$ cat src/rtl/trng_pkg.sv
// Shared definitions for the TRNG pool: FSM encoding and port-width helpers.
package trng_pkg;

  typedef enum logic [2:0] {
    S_IDLE    = 3'd0,
    S_CALIB   = 3'd1,
    S_COLLECT = 3'd2,
    S_WAIT    = 3'd3,
    S_FAIL    = 3'd4
  } trng_state_t;

  // Width of a select able to address n items (at least one bit)
  function automatic int sel_w(input int n);
    return (n < 2) ? 1 : $clog2(n);
  endfunction

  // Width of an occupancy counter that must also represent "depth" itself
  function automatic int cnt_w(input int depth);
    return $clog2(depth) + 1;
  endfunction

endpackage

$ cat src/rtl/trng_pool_if.sv
// Read-side bus of the TRNG pool: output gate, pop request and FIFO head view.
interface trng_pool_if
  import trng_pkg::*;
#(
  parameter int WORD_W     = 32,
  parameter int FIFO_DEPTH = 4
);

  logic                             iEn;
  logic                             iRead;
  logic                             oReady;
  logic [WORD_W-1:0]                oRandom;
  logic [cnt_w(FIFO_DEPTH)-1:0]     oCount;

  modport master (
    output iEn,
    output iRead,
    input  oReady,
    input  oRandom,
    input  oCount
  );

  modport slave (
    input  iEn,
    input  iRead,
    output oReady,
    output oRandom,
    output oCount
  );

endinterface

$ cat src/rtl/trng_word_fifo.sv
// First-word-fall-through word FIFO. The head word is visible without a pop;
// a push while full is accepted only when a pop frees the slot in that cycle.
module trng_word_fifo
  import trng_pkg::*;
#(
  parameter int WORD_W = 32,
  parameter int DEPTH  = 4
) (
  input  logic                      iClk,
  input  logic                      iRst_n,
  input  logic                      flush,
  input  logic                      push,
  input  logic                      pop,
  input  logic [WORD_W-1:0]         wdata,
  output logic [WORD_W-1:0]         rdata,
  output logic                      full,
  output logic                      empty,
  output logic [cnt_w(DEPTH)-1:0]   count
);

  localparam int PTR_W = $clog2(DEPTH);
  localparam int CNT_W = cnt_w(DEPTH);

  logic [WORD_W-1:0] mem_r [DEPTH];
  logic [PTR_W-1:0]  wr_ptr_r;
  logic [PTR_W-1:0]  rd_ptr_r;
  logic [CNT_W-1:0]  count_r;
  logic              pop_ok_s;
  logic              push_ok_s;

  // Qualify push/pop against occupancy and expose status and the head word
  always_comb begin
    empty     = (count_r == CNT_W'(0));
    full      = (count_r == CNT_W'(DEPTH));
    pop_ok_s  = pop && !empty;
    push_ok_s = push && (!full || pop_ok_s);
    count     = count_r;
    if (empty) begin
      rdata = {WORD_W{1'b0}};
    end else begin
      rdata = mem_r[rd_ptr_r];
    end
  end

  // Pointer and occupancy bookkeeping; pointers wrap naturally at DEPTH
  always_ff @(posedge iClk) begin
    if (!iRst_n || flush) begin
      wr_ptr_r <= {PTR_W{1'b0}};
      rd_ptr_r <= {PTR_W{1'b0}};
      count_r  <= {CNT_W{1'b0}};
    end else begin
      if (push_ok_s) begin
        wr_ptr_r <= wr_ptr_r + PTR_W'(1);
      end
      if (pop_ok_s) begin
        rd_ptr_r <= rd_ptr_r + PTR_W'(1);
      end
      count_r <= count_r + CNT_W'(push_ok_s) - CNT_W'(pop_ok_s);
    end
  end

  // Word storage; contents are only observable while occupancy is non-zero
  always_ff @(posedge iClk) begin
    if (push_ok_s) begin
      mem_r[wr_ptr_r] <= wdata;
    end
  end

endmodule

$ cat src/rtl/trng_pool.sv
// TRNG sampler: enables one ring-generator base, calibrates it, then collects
// MSB-first words into a FWFT FIFO in the background. A repetition-count
// health test abandons a stuck stream and raises a sticky failure flag.
module trng_pool
  import trng_pkg::*;
#(
  parameter int NUM_BASES  = 4,
  parameter int WORD_W     = 32,
  parameter int FIFO_DEPTH = 4,
  parameter int REP_LIMIT  = 16
) (
  input  logic                          iClk,
  input  logic                          iRst_n,
  input  logic                          iCalib,
  input  logic [31:0]                   iCalib_cycles,
  input  logic [sel_w(NUM_BASES)-1:0]   iSel_base,
  input  logic [NUM_BASES-1:0]          iSerial,
  output logic [NUM_BASES-1:0]          oEn_base,
  output logic                          oHealth_fail,
  trng_pool_if.slave                    bus
);

  localparam int SEL_W = sel_w(NUM_BASES);
  localparam int CNT_W = cnt_w(FIFO_DEPTH);
  localparam int BIT_W = $clog2(WORD_W);
  localparam int RUN_W = 6;

  trng_state_t       state_r;
  trng_state_t       state_nxt_s;
  logic [SEL_W-1:0]  sel_r;
  logic [31:0]       calib_cnt_r;
  logic [BIT_W-1:0]  bit_cnt_r;
  logic [WORD_W-1:0] shift_r;
  logic              prev_bit_r;
  logic [RUN_W-1:0]  run_len_r;
  logic              fail_r;
  logic              read_d_r;

  logic              collect_s;
  logic              bit_s;
  logic [RUN_W-1:0]  run_next_s;
  logic              trip_s;
  logic [WORD_W-1:0] word_s;
  logic              word_done_s;
  logic              push_s;
  logic              pop_s;
  logic              pop_ok_s;
  logic [CNT_W:0]    fill_cnt_s;
  logic              will_fill_s;
  logic              calib_done_s;
  logic              calib_ok_s;
  logic              flush_s;
  logic [SEL_W-1:0]  sel_in_s;

  logic [WORD_W-1:0] head_s;
  logic              full_s;
  logic              empty_s;
  logic [CNT_W-1:0]  count_s;

  // Per-cycle datapath decisions: health run, word completion, pop edge, calibration end
  always_comb begin
    collect_s = (state_r == S_COLLECT);
    bit_s     = iSerial[sel_r];
    if ((run_len_r != RUN_W'(0)) && (bit_s == prev_bit_r)) begin
      run_next_s = run_len_r + RUN_W'(1);
    end else begin
      run_next_s = RUN_W'(1);
    end
    trip_s       = collect_s && (run_next_s >= RUN_W'(REP_LIMIT));
    word_s       = {shift_r[WORD_W-2:0], bit_s};
    word_done_s  = collect_s && (bit_cnt_r == BIT_W'(WORD_W - 1));
    // A tripping bit never completes a word, even on the last bit position
    push_s       = word_done_s && !trip_s;
    pop_s        = bus.iEn && bus.iRead && !read_d_r;
    pop_ok_s     = pop_s && !empty_s;
    fill_cnt_s   = {1'b0, count_s} + (CNT_W+1)'(1) - (CNT_W+1)'(pop_ok_s);
    will_fill_s  = push_s && (fill_cnt_s == (CNT_W+1)'(FIFO_DEPTH));
    calib_done_s = ({1'b0, calib_cnt_r} + 33'd1) >= {1'b0, iCalib_cycles};
    calib_ok_s   = iCalib && ((state_r == S_IDLE) || (state_r == S_FAIL));
    flush_s      = iCalib && (state_r == S_FAIL);
    if ({1'b0, iSel_base} < (SEL_W+1)'(NUM_BASES)) begin
      sel_in_s = iSel_base;
    end else begin
      sel_in_s = {SEL_W{1'b0}};
    end
  end

  // FSM state register
  always_ff @(posedge iClk) begin
    if (!iRst_n) begin
      state_r <= S_IDLE;
    end else begin
      state_r <= state_nxt_s;
    end
  end

  // Next-state logic and base enable decode
  always_comb begin
    state_nxt_s = state_r;
    oEn_base    = {NUM_BASES{1'b0}};
    case (state_r)
      S_IDLE: begin
        if (iCalib) state_nxt_s = S_CALIB;
        else        state_nxt_s = S_IDLE;
      end
      S_CALIB: begin
        oEn_base[sel_r] = 1'b1;
        if (calib_done_s) state_nxt_s = S_COLLECT;
        else              state_nxt_s = S_CALIB;
      end
      S_COLLECT: begin
        oEn_base[sel_r] = 1'b1;
        if (trip_s)           state_nxt_s = S_FAIL;
        else if (will_fill_s) state_nxt_s = S_WAIT;
        else                  state_nxt_s = S_COLLECT;
      end
      S_WAIT: begin
        if (!full_s) state_nxt_s = S_COLLECT;
        else         state_nxt_s = S_WAIT;
      end
      S_FAIL: begin
        if (iCalib) state_nxt_s = S_CALIB;
        else        state_nxt_s = S_FAIL;
      end
      default: begin
        state_nxt_s = S_IDLE;
      end
    endcase
  end

  // Base select latch and calibration cycle counter
  always_ff @(posedge iClk) begin
    if (!iRst_n) begin
      sel_r       <= {SEL_W{1'b0}};
      calib_cnt_r <= 32'd0;
    end else begin
      if (calib_ok_s) begin
        sel_r <= sel_in_s;
      end
      if (state_r == S_CALIB) begin
        calib_cnt_r <= calib_cnt_r + 32'd1;
      end else begin
        calib_cnt_r <= 32'd0;
      end
    end
  end

  // Shifter, bit counter and repetition-run tracker; run history restarts on each COLLECT entry
  always_ff @(posedge iClk) begin
    if (!iRst_n) begin
      shift_r    <= {WORD_W{1'b0}};
      bit_cnt_r  <= {BIT_W{1'b0}};
      prev_bit_r <= 1'b0;
      run_len_r  <= {RUN_W{1'b0}};
    end else if (collect_s && !trip_s) begin
      shift_r    <= word_s;
      prev_bit_r <= bit_s;
      run_len_r  <= run_next_s;
      if (word_done_s) begin
        bit_cnt_r <= {BIT_W{1'b0}};
      end else begin
        bit_cnt_r <= bit_cnt_r + BIT_W'(1);
      end
    end else begin
      bit_cnt_r  <= {BIT_W{1'b0}};
      prev_bit_r <= 1'b0;
      run_len_r  <= {RUN_W{1'b0}};
    end
  end

  // Sticky health flag and read-request history for edge detection
  always_ff @(posedge iClk) begin
    if (!iRst_n) begin
      fail_r   <= 1'b0;
      read_d_r <= 1'b0;
    end else begin
      read_d_r <= bus.iRead;
      if (flush_s) begin
        fail_r <= 1'b0;
      end else if (trip_s) begin
        fail_r <= 1'b1;
      end
    end
  end

  trng_word_fifo #(
    .WORD_W (WORD_W),
    .DEPTH  (FIFO_DEPTH)
  ) u_fifo (
    .iClk   (iClk),
    .iRst_n (iRst_n),
    .flush  (flush_s),
    .push   (push_s),
    .pop    (pop_s),
    .wdata  (word_s),
    .rdata  (head_s),
    .full   (full_s),
    .empty  (empty_s),
    .count  (count_s)
  );

  // Output gate: iEn masks the read-side view only; FSM and FIFO keep running
  always_comb begin
    oHealth_fail = fail_r;
    if (bus.iEn) begin
      bus.oReady  = !empty_s;
      bus.oRandom = head_s;
      bus.oCount  = count_s;
    end else begin
      bus.oReady  = 1'b0;
      bus.oRandom = {WORD_W{1'b0}};
      bus.oCount  = {CNT_W{1'b0}};
    end
  end

endmodule
$ cat src/flat_wrapper.sv
// flat-port wrapper written by rule: the top's interface ports become plain ports
module trng_pool_flat import trng_pkg::*;
#(
  parameter int NUM_BASES  = 4,
  parameter int WORD_W     = 32,
  parameter int FIFO_DEPTH = 4,
  parameter int REP_LIMIT  = 16
)
  (iClk, iRst_n, iCalib, iCalib_cycles, iSel_base, iSerial, oEn_base, oHealth_fail, bus_iEn, bus_iRead, bus_oReady, bus_oRandom, bus_oCount);
  trng_pool_if #(.WORD_W(WORD_W), .FIFO_DEPTH(FIFO_DEPTH)) bus_i ();
  input  logic iClk;
  input  logic iRst_n;
  input  logic iCalib;
  input  logic [31:0] iCalib_cycles;
  input  logic [sel_w(NUM_BASES)-1:0] iSel_base;
  input  logic [NUM_BASES-1:0] iSerial;
  output logic [NUM_BASES-1:0] oEn_base;
  output logic oHealth_fail;
  input wire logic [$bits(bus_i.iEn)-1:0] bus_iEn;
  input wire logic [$bits(bus_i.iRead)-1:0] bus_iRead;
  output wire logic [$bits(bus_i.oReady)-1:0] bus_oReady;
  output wire logic [$bits(bus_i.oRandom)-1:0] bus_oRandom;
  output wire logic [$bits(bus_i.oCount)-1:0] bus_oCount;
  assign bus_i.iEn = bus_iEn;
  assign bus_i.iRead = bus_iRead;
  assign bus_oReady = bus_i.oReady;
  assign bus_oRandom = bus_i.oRandom;
  assign bus_oCount = bus_i.oCount;
  trng_pool #(.NUM_BASES(NUM_BASES), .WORD_W(WORD_W), .FIFO_DEPTH(FIFO_DEPTH), .REP_LIMIT(REP_LIMIT)) u_core (.iClk(iClk), .iRst_n(iRst_n), .iCalib(iCalib), .iCalib_cycles(iCalib_cycles), .iSel_base(iSel_base), .iSerial(iSerial), .oEn_base(oEn_base), .oHealth_fail(oHealth_fail), .bus(bus_i));
endmodule
$ cat config.mk
export PLATFORM = sky130hd
export DESIGN_NAME = trng_pool_flat
export DESIGN_NICKNAME = d
export VERILOG_FILES = /design/src/rtl/trng_pkg.sv /design/src/rtl/trng_pool_if.sv /design/src/rtl/trng_word_fifo.sv /design/src/rtl/trng_pool.sv /design/src/flat_wrapper.sv
export SDC_FILE = /design/constraint.sdc
export NUM_CORES = 1
export LEC_CHECK = 0
export CAP_MARGIN = 0
export CORE_MARGIN = 2
export CORE_UTILIZATION = 51
export CTS_CLUSTER_SIZE = 8
export DETAILED_ROUTE_END_ITERATION = 12
export GPL_ROUTABILITY_DRIVEN = 0
export PLACE_DENSITY = 0.71
export SLEW_MARGIN = 20
export SYNTH_ARGS = -nofsm -noshare
export SYNTH_HDL_FRONTEND = slang
export SYNTH_HIERARCHICAL = 1
export SYNTH_SLANG_ARGS = --single-unit
$ cat constraint.sdc
create_clock -name iClk -period 4.45 [get_ports iClk]
set_input_delay 1.1125 -clock iClk [delete_from_list [all_inputs] [get_ports iClk]]
set_output_delay 1.1125 -clock iClk [all_outputs]
set_load 0.01 [all_outputs]
==> results_dict.tcl, run 1 <==
set metrics [dict create \
    status "complete, no violations" \
    synth_top_area_share_pct 37.8 \
    die_x_um 145 \
    core_area_um2 19500 \
    multi_input_area_um2 4110 \
    clk_path_buf_depth 3 \
    rsz0062_at_grt "no" \
    p_int_mw 3.84 \
    finalNonFillerCells 1161 \
    yosysTopAreaCell "edfxtp_1" \
    antenna_found_initial 0 \
    wl_per_cell_um 16.7 \
    postCtsSetupBuffers 0 \
    cts.repair.resized 0 \
    clock-sinks 219 \
    clk_pin_slew_ns 0.05 \
    die_area_um2 21100 \
    grt_max_degree 45 \
    worst_slack_ns 0.437 \
    drc_errors 0 \
    max_slew_margin_pct 48.2 \
    leakagePower_nw 4.58 \
    seq_power_share_pct 43.6 \
    p_sw_share_pct 22.8 \
    worst-setup-path-type "register to register" \
    num_rows 51 \
    ctsRootBufferMaster "clkbuf_16" \
    synth_edf_count 128 \
    dp_slack_ns 0.161 \
    synthCells 772 \
    worstHoldPathCells 1 \
    start_util_pct 52.1 \
    switchingPower_mw 1.13 \
    synth.distinct_cells 56 \
    reg2reg_to "u_core/state_r[0]$_SDFF_PN0_" \
    grt_pass1_wl_um 32600 \
    synth_area_leaders "edfxtp_1 (38%), dfxtp_1 (18%), mux4_2 (6.9%), ha_1 (5.4%), and2_1 (4.4%)" \
    hold_class "register to register" \
    min_period_ns 4.01 \
    rr_startpoint "u_core/calib_cnt_r[0]$_SDFF_PN0_" \
    routed_wl_um 19400 \
    nets 964 \
    ir_drop_uv 281 \
    worstHoldEndpoint "u_core/bit_cnt_r[0]$_SDFF_PP0_" \
    first_global_vias 6557 \
    via_per_inst 5.28 \
    initialDrtViolationCount 336 \
    syn-cell-area_um2 10200 \
    period_share_pct 90.2 \
    cts-hold-fix-buffers 0 \
    cap_viol_max_count 0 \
    htree_levels 1 \
    clockPowerShare_pct 41.4 \
    fmax_mhz 249 \
    ios 84 \
    cp-start-kind "register" \
    setup_viol 0 \
    skew_ns 0.0116 \
    diodes 0 \
    register_area_um2 5670 \
    placed_cells_incl_taps 1108 \
    comb_power_share_pct 15.1 \
    yosysWarnings 6 \
    syn_avg_cell_area_um2 13.2 \
    endpoint_kind "register" \
    cts_buffers 31 \
    grt_usage_pct 18.9 \
    vias 6128 \
    pwr_density_cell_nw_per_um2 411 \
    firstDrtPassIters 4 \
    area_delta_synth_final_pct 19.0 \
    finalHoldViolations 0 \
    slew_viol_final 0 \
    cp.required_ns 4.86 \
    worst_pin_slew_ns 0.776 \
    drive_gt1_share_pct 12.5 \
    port_buffers 83 \
    hp-start "u_core/bit_cnt_r[0]$_SDFF_PP0_" \
    final_antenna_net_count 0 \
    synth_seq_cells 219 \
    async_flop_share_pct 0 \
    n_fill_cell 1519 \
    arrival_ns 4.42 \
    die_h_um 145 \
    power_mw 4.98 \
    synth_common_cells "edfxtp_1 (128), dfxtp_1 (91), and2_1 (72)" \
    rrSetupSlack_ns 0.44 \
    yosysMostFrequentCell "edfxtp_1" \
    rr_worst_depth 13 \
    ys_seq_area_share_pct 55.7 \
    cp_max_fo 5 \
    cts_tree "built" \
    placed_cell_area_um2 11200 \
    grt-ovfl-total 0 \
    ys.flop_type "edfxtp_1" \
    fin_area_um2 12100 \
    tns_ns 0 \
    dp_hpwl_um 12400 \
    clk_latency_ns 0.53 \
]
==> placed cells by master, fill, tap and decap left out, drive strengths merged, types with 2 or more instances in the layout <==
cell,count
edfxtp,128
dfxtp,91
clkdlybuf4s50,83
and2,72
nor2b,72
clkbuf,52
inv,49
ha,44
mux2i,33
mux4,33
nand2,31
xnor2,28
nand3,25
nor2,25
a21oi,20
xor2,13
buf,13
nand4,12
o21ai,12
nor4,9
and3,8
nor3,8
nor3b,4
nand2b,4
or3,3
and4,2
a211oi,2
conb,2
or4b,2
a31oi,2
nand3b,2
==> power by group through the flow <==
stage	clock network, mW	logic [mW]	registers [mW]
2_1_floorplan	0	0.504	2.19
3_3_place_gp	0	0.751	2.21
3_5_place_dp	0	0.762	2.21
4_1_cts	2.11	0.761	2.17
5_1_grt	2.20	0.810	2.17
6_report	2.06	0.749	2.17
==> worst max path at each step <==
stage	from	end	slack, ns	cells past startpoint
global placement	iSerial[0]	u_core/u_fifo/count[2]$_SDFF_PP0_	0.31	14
global route	u_core/calib_cnt_r[0]$_SDFF_PN0_	u_core/state_r[0]$_SDFF_PN0_	0.13	13
floorplan	iSerial[3]	u_core/u_fifo/count[2]$_SDFF_PP0_	0.50	16
finish	u_core/calib_cnt_r[0]$_SDFF_PN0_	u_core/state_r[0]$_SDFF_PN0_	0.44	13
CTS	register	bus_oRandom[2]	0.38	5
detailed placement	iSerial[0]	u_core/u_fifo/count[2]$_SDFF_PP0_	0.16	14
==> routing by layer <==
metal | global-route usage [%] | part of all wire [%] | vias to the layer above
met5 | 0 | 0 | -
met4 | 6.47 | 2.4 | 0
met3 | 2.83 | 3.4 | 38
met2 | 33.8 | 51 | 129
met1 | 23.3 | 44 | 3005
li1 | - | - | 2956
==> flip-flops by register name (all words and copies together), names as in the netlist, named ones only <==
| name | flops |
|---|---|
| u_core/u_fifo/count | 3 |
| u_core/calib_cnt_r | 32 |
| u_core/bit_cnt_r | 5 |
| u_core/state_r | 3 |
| u_core/oHealth_fail | 1 |
| u_core/read_d_r | 1 |
| u_core/sel_r | 2 |
| u_core/u_fifo/mem_r | 128 |
| u_core/shift_r | 31 |
| u_core/run_len_r | 6 |
| u_core/prev_bit_r | 1 |
| u_core/u_fifo/wr_ptr_r | 2 |
| u_core/u_fifo/rd_ptr_r | 2 |
==> kinds of logic after synthesis <==
group,count (synthesis),synth area share [%]
and+or+nand+nor,282,18.0
DFF,219,55.7
buffers and inverters,75,4.02
adders and majority gates,45,5.61
muxes,66,10.6
AOI/OAI and AO/OA,43,2.53
xor gates and xnor gates,41,3.53
other,1,0.0369
==> metrics by stage <==
step | utilization (%) | hold WS [ns]
floorplan | - | 0.418
CTS | 62.0 | 0.446
global route | 62.0 | 0.488
detailed placement | 57.6 | 0.438
finish | 62.0 | 0.443
global placement | 57.6 | 0.427
==> final cells by class <==
type | count | share of cell area [%]
Tap cell | 265 | 2.74
Clock buffer | 52 | 7.06
Multi-Input combinational cell | 479 | 33.9
Inverter | 49 | 1.52
Timing Repair Buffer | 96 | 7.87
Sequential cell | 219 | 46.8
Clock inverter | 1 | 0.0620
==> worst max-delay path: stages, from the launching register on <==
cell and delay [ns]:
dfxtp_1 0.40, ha_1 0.24, nand4_1 0.26, nor3_2 0.46
nand3_1 0.22, nor3_1 0.24, xor2_1 0.14, ha_1 0.33
nand4_1 0.14, nor4_1 0.51, nand2_1 0.15, nor4_1 0.47
nor4_1 0.19, o2bb2ai_1 0.16
No activity file was read; power rests on OpenSTA's default activity.
==> run 2, diff against run 1 <==
- CTS_BUF_LIST: unset -> sky130_fd_sc_hd__clkbuf_16
==> results_dict.tcl, run 2 (synthesis gave the netlist of run 1 again) <==
set metrics [dict create \
    max_stage_delay_ns 0.51 \
    clk_latency_ns 0.53 \
    pwr_density_cell_nw_per_um2 407 \
    grt_max_degree 45 \
    clk_pin_slew_ns 0.05 \
    n_fill_cell 1519 \
    finalHoldWorstSlack_ns 0.443 \
    endpoint_kind "register" \
    core_area_um2 19500 \
    wl_per_cell_um 16.7 \
    ctsRootBufferMaster "clkbuf_16" \
    final_common_cell "edfxtp_1" \
    area_delta_synth_final_pct 19.0 \
    drive_gt1_share_pct 12.5 \
    hp-start "u_core/bit_cnt_r[0]$_SDFF_PP0_" \
    cap_viol_max_count 0 \
    ios 84 \
    cts_buffers 31 \
    die_x_um 145 \
    cts_tree "built" \
    initialDrtViolationCount 329 \
    tns_ns 0 \
    via_per_inst 5.27 \
    leakagePower_nw 4.66 \
    port_buffers 83 \
    period_share_pct 90.2 \
    grt-ovfl-total 0 \
    cts.repair.resized 0 \
    clk_path_buf_depth 3 \
    worst-setup-path-type "register to register" \
    diodes 0 \
    grt_pass1_wl_um 32600 \
    status "complete, no violations" \
    final_antenna_net_count 0 \
    drc_errors 0 \
    skew_ns 0.0129 \
    cts-hold-fix-buffers 0 \
    rr_startpoint "u_core/calib_cnt_r[0]$_SDFF_PN0_" \
    min_period_ns 4.02 \
    rsz0062_at_grt "no" \
    nets 964 \
    cp.required_ns 4.86 \
    crit_chain "ha_1 > nand4_1 > nor3_2 > nand3_1 > nor3_1 > xor2_1 > ha_1 > nand3_1 > nor4_1 > nand2_1 > nor4_1 > nor4_1 > o2bb2ai_1" \
    grt_usage_pct 18.9 \
    hold_class "register to register" \
    cp_max_fo 5 \
    first_global_vias 6557 \
    clock-sinks 219 \
    firstDrtPassIters 4 \
    arrival_ns 4.42 \
    finalHoldViolations 0 \
    vias 6124 \
    num_rows 51 \
    cp_slowest_cell "nor4_1" \
    setup_viol 0 \
    max_slew_margin_pct 47.5 \
    postCtsSetupBuffers 0 \
    slew_viol_final 0 \
    regMostFlops "u_core/u_fifo/mem_r" \
    htree_levels 1 \
    top_regs "u_core/u_fifo/mem_r: 128 flops, u_core/calib_cnt_r: 32 flops, u_core/shift_r: 31 flops" \
    die_area_um2 21100 \
    routed_wl_um 19400 \
    worst_pin_slew_ns 0.786 \
    crit_top_cell "nor4_1" \
    start_util_pct 52.1 \
    fmax_mhz 249 \
    crit_start "u_core/calib_cnt_r[0]$_SDFF_PN0_" \
    ir_drop_uv 280 \
    largest_register_ffs 128 \
    antenna_found_initial 0 \
    cp-start-kind "register" \
    die_h_um 145 \
    dp_hpwl_um 12400 \
    final_cell_mix "edfxtp_1 (128), dfxtp_1 (90), clkdlybuf4s50_1 (83)" \
]
## run 2: cell types whose count changed in the layout (fill, tap and decap cells not counted), sizes merged
cell    change
inv        +21
clkbuf     -21
## run 2: layout make-up
class	count	area, um^2	share of cell area [%]
Clock buffer	31	776	6.41
Timing Repair Buffer	96	953	7.87
Tap cell	265	332	2.74
Clock inverter	22	86.3	0.713
Sequential cell	219	5670	46.8
Inverter	49	184	1.52
Multi-Input combinational cell	479	4110	33.9
## run 2: report_power, final
part | switching, mW | internal, mW
sequential | 0.0305 | 2.14
combinational | 0.323 | 0.426
clock | 0.784 | 1.23
## run 2: through the flow
step                cell area, um^2  total power [mW]  util [%]  cells  worst slack (ns)
global placement              11200              2.96      57.6   1108             0.313
CTS                           12100              5.00      62.0   1161             0.383
finish                        12100              4.93      62.0   1161             0.434
global route                  12100              5.14      62.0   1161             0.126
detailed placement            11200              2.97      57.6   1108             0.161
floorplan                     10200              2.70         -    773             0.504
## run 2: path summary, 6_finish.rpt
path         cells past startpoint  slack (ns)                        endpoint
max                             13        0.43    u_core/state_r[0]$_SDFF_PN0_
min reg2reg                      1        0.44  u_core/bit_cnt_r[0]$_SDFF_PP0_
min                              1        0.44  u_core/bit_cnt_r[0]$_SDFF_PP0_
max reg2reg                     13        0.43    u_core/state_r[0]$_SDFF_PN0_
## run 2: critical path, delay by kind of cell, from the launching register on
kind	cells	cell delay (ns)
XOR/XNOR	1	0.13
flip-flops	1	0.40
adder cells (fa/ha/maj)	2	0.56
AO/OA/AOI/OAI	1	0.16
AND/OR/NAND/NOR	9	2.66
## run 2: metal layers
layer	up-vias	global-route usage [%]	routed length, um
li1	2955	-	-
met1	2986	23.3	8360
met2	143	33.8	9760
met3	40	2.83	793
met4	0	6.47	476
met5	-	0	0
==> run 3, diff against run 2 <==
- CTS_CLUSTER_SIZE: 8 -> 40
==> results_dict.tcl, run 3 (synthesis gave the netlist of run 1 again) <==
set metrics [dict create \
    status "complete, no violations" \
    port_buffers 83 \
    worst-setup-path-type "register to output port" \
    grt_max_degree 45 \
    cts_buffers 22 \
    top_usage_layer "met2" \
    final_common_cell "edfxtp_1" \
    cp-start-kind "register" \
    nets 955 \
    worstHoldPathCells 1 \
    endpoint_kind "output port" \
    min_period_ns 3.96 \
    top_regs "u_core/u_fifo/mem_r: 128 flops, u_core/calib_cnt_r: 32 flops, u_core/shift_r: 31 flops" \
    firstDrtPassIters 4 \
    wl_per_cell_um 16.5 \
    initialDrtViolationCount 363 \
    htree_levels 1 \
    cts_tree "built" \
    die_area_um2 21100 \
    final_antenna_net_count 0 \
    drive_gt1_share_pct 12.0 \
    diodes 0 \
    ctsRootBufferMaster "clkbuf_16" \
    pwr_density_cell_nw_per_um2 387 \
    max_slew_margin_pct 49.1 \
    die_x_um 145 \
    area_delta_synth_final_pct 17.1 \
    die_h_um 145 \
    cts.repair.resized 0 \
    grt_util_met3_pct 3.02 \
    ios 84 \
    arrival_ns 2.85 \
    ir_drop_uv 258 \
    first_global_vias 6418 \
    drc_errors 0 \
    cp.required_ns 3.34 \
    gr-usage-met2_pct 33.2 \
    via_per_inst 5.28 \
    fmax_mhz 252 \
    rr_worst_depth 13 \
    dp_hpwl_um 12400 \
    rsz0062_at_grt "no" \
    leakagePower_nw 4.52 \
    worst_pin_slew_ns 0.763 \
    finalHoldWorstSlack_ns 0.447 \
    cts-hold-fix-buffers 0 \
    routed_wl_um 18900 \
    finalHoldViolations 0 \
    final_cell_mix "edfxtp_1 (128), dfxtp_1 (90), clkdlybuf4s50_1 (83)" \
    skew_ns 0.0122 \
    period_share_pct 89.1 \
    grt_pass1_wl_um 31900 \
    dp_slack_ns 0.161 \
    num_rows 51 \
    clk_path_buf_depth 3 \
    regMostFlops "u_core/u_fifo/mem_r" \
    postCtsSetupBuffers 0 \
    vias 6061 \
    core_area_um2 19500 \
    grt_usage_pct 18.5 \
    setup_viol 0 \
    cp_max_fo 17 \
    largest_register_ffs 128 \
    grtUsageMet1_pct 22.9 \
    clk_latency_ns 0.50 \
    hold_class "register to register" \
    tns_ns 0 \
    grt-ovfl-total 0 \
    slew_viol_final 0 \
    clock-sinks 219 \
    start_util_pct 52.1 \
    cap_viol_max_count 0 \
    antenna_found_initial 0 \
    power_mw 4.61 \
    clk_pin_slew_ns 0.06 \
    worst_slack_ns 0.487 \
]
run 3: worst paths after layout:
check                              startpoint                              to  slack, ns
min            u_core/bit_cnt_r[0]$_SDFF_PP0_  u_core/bit_cnt_r[0]$_SDFF_PP0_       0.45
min reg2reg    u_core/bit_cnt_r[0]$_SDFF_PP0_  u_core/bit_cnt_r[0]$_SDFF_PP0_       0.45
max reg2reg  u_core/calib_cnt_r[0]$_SDFF_PN0_    u_core/state_r[0]$_SDFF_PN0_       0.61
max                                  register                  bus_oRandom[2]       0.49
run 3: layout make-up:
| type | count | area (um^2) |
|---|---|---|
| inverter | 49 | 184 |
| tap | 265 | 332 |
| multi-input combinational | 479 | 4110 |
| clock inverter | 17 | 92.6 |
| fill | 1528 | 7610 |
| sequential | 219 | 5670 |
| timing repair buffer | 96 | 953 |
| clock buffer | 23 | 576 |
run 3: layer usage:
layer  share of wire [%]  wire length (um)
met4                 2.4               455
met3                 4.9               920
met1                  42              7970
met2                  51              9600
met5                   0                 0
run 3: stage by stage:
stage | std cells | cell area (um^2) | utilization (%)
finish | 1148 | 11900 | 61.0
global route | 1148 | 11900 | 61.0
CTS | 1148 | 11900 | 61.0
detailed placement | 1108 | 11200 | 57.6
global placement | 1108 | 11200 | 57.6
floorplan | 773 | 10200 | -
run 3: power by group:
part / leakage, nW / total, mW / internal, mW / switching [mW]
clock: 0.354 / 1.70 / 0.985 / 0.717
sequential: 2.05 / 2.16 / 2.13 / 0.0307
combinational: 2.13 / 0.748 / 0.426 / 0.323
total: 4.52 / 4.61 / 3.54 / 1.07
run 3: critical path, stage by stage, from the launching register on:
cell	delay (ns)
dfxtp_2	0.75
buf_12	0.28
mux4_2	0.55
nor2b_4	0.14
and2_1	0.15
clkdlybuf4s50_1	0.47
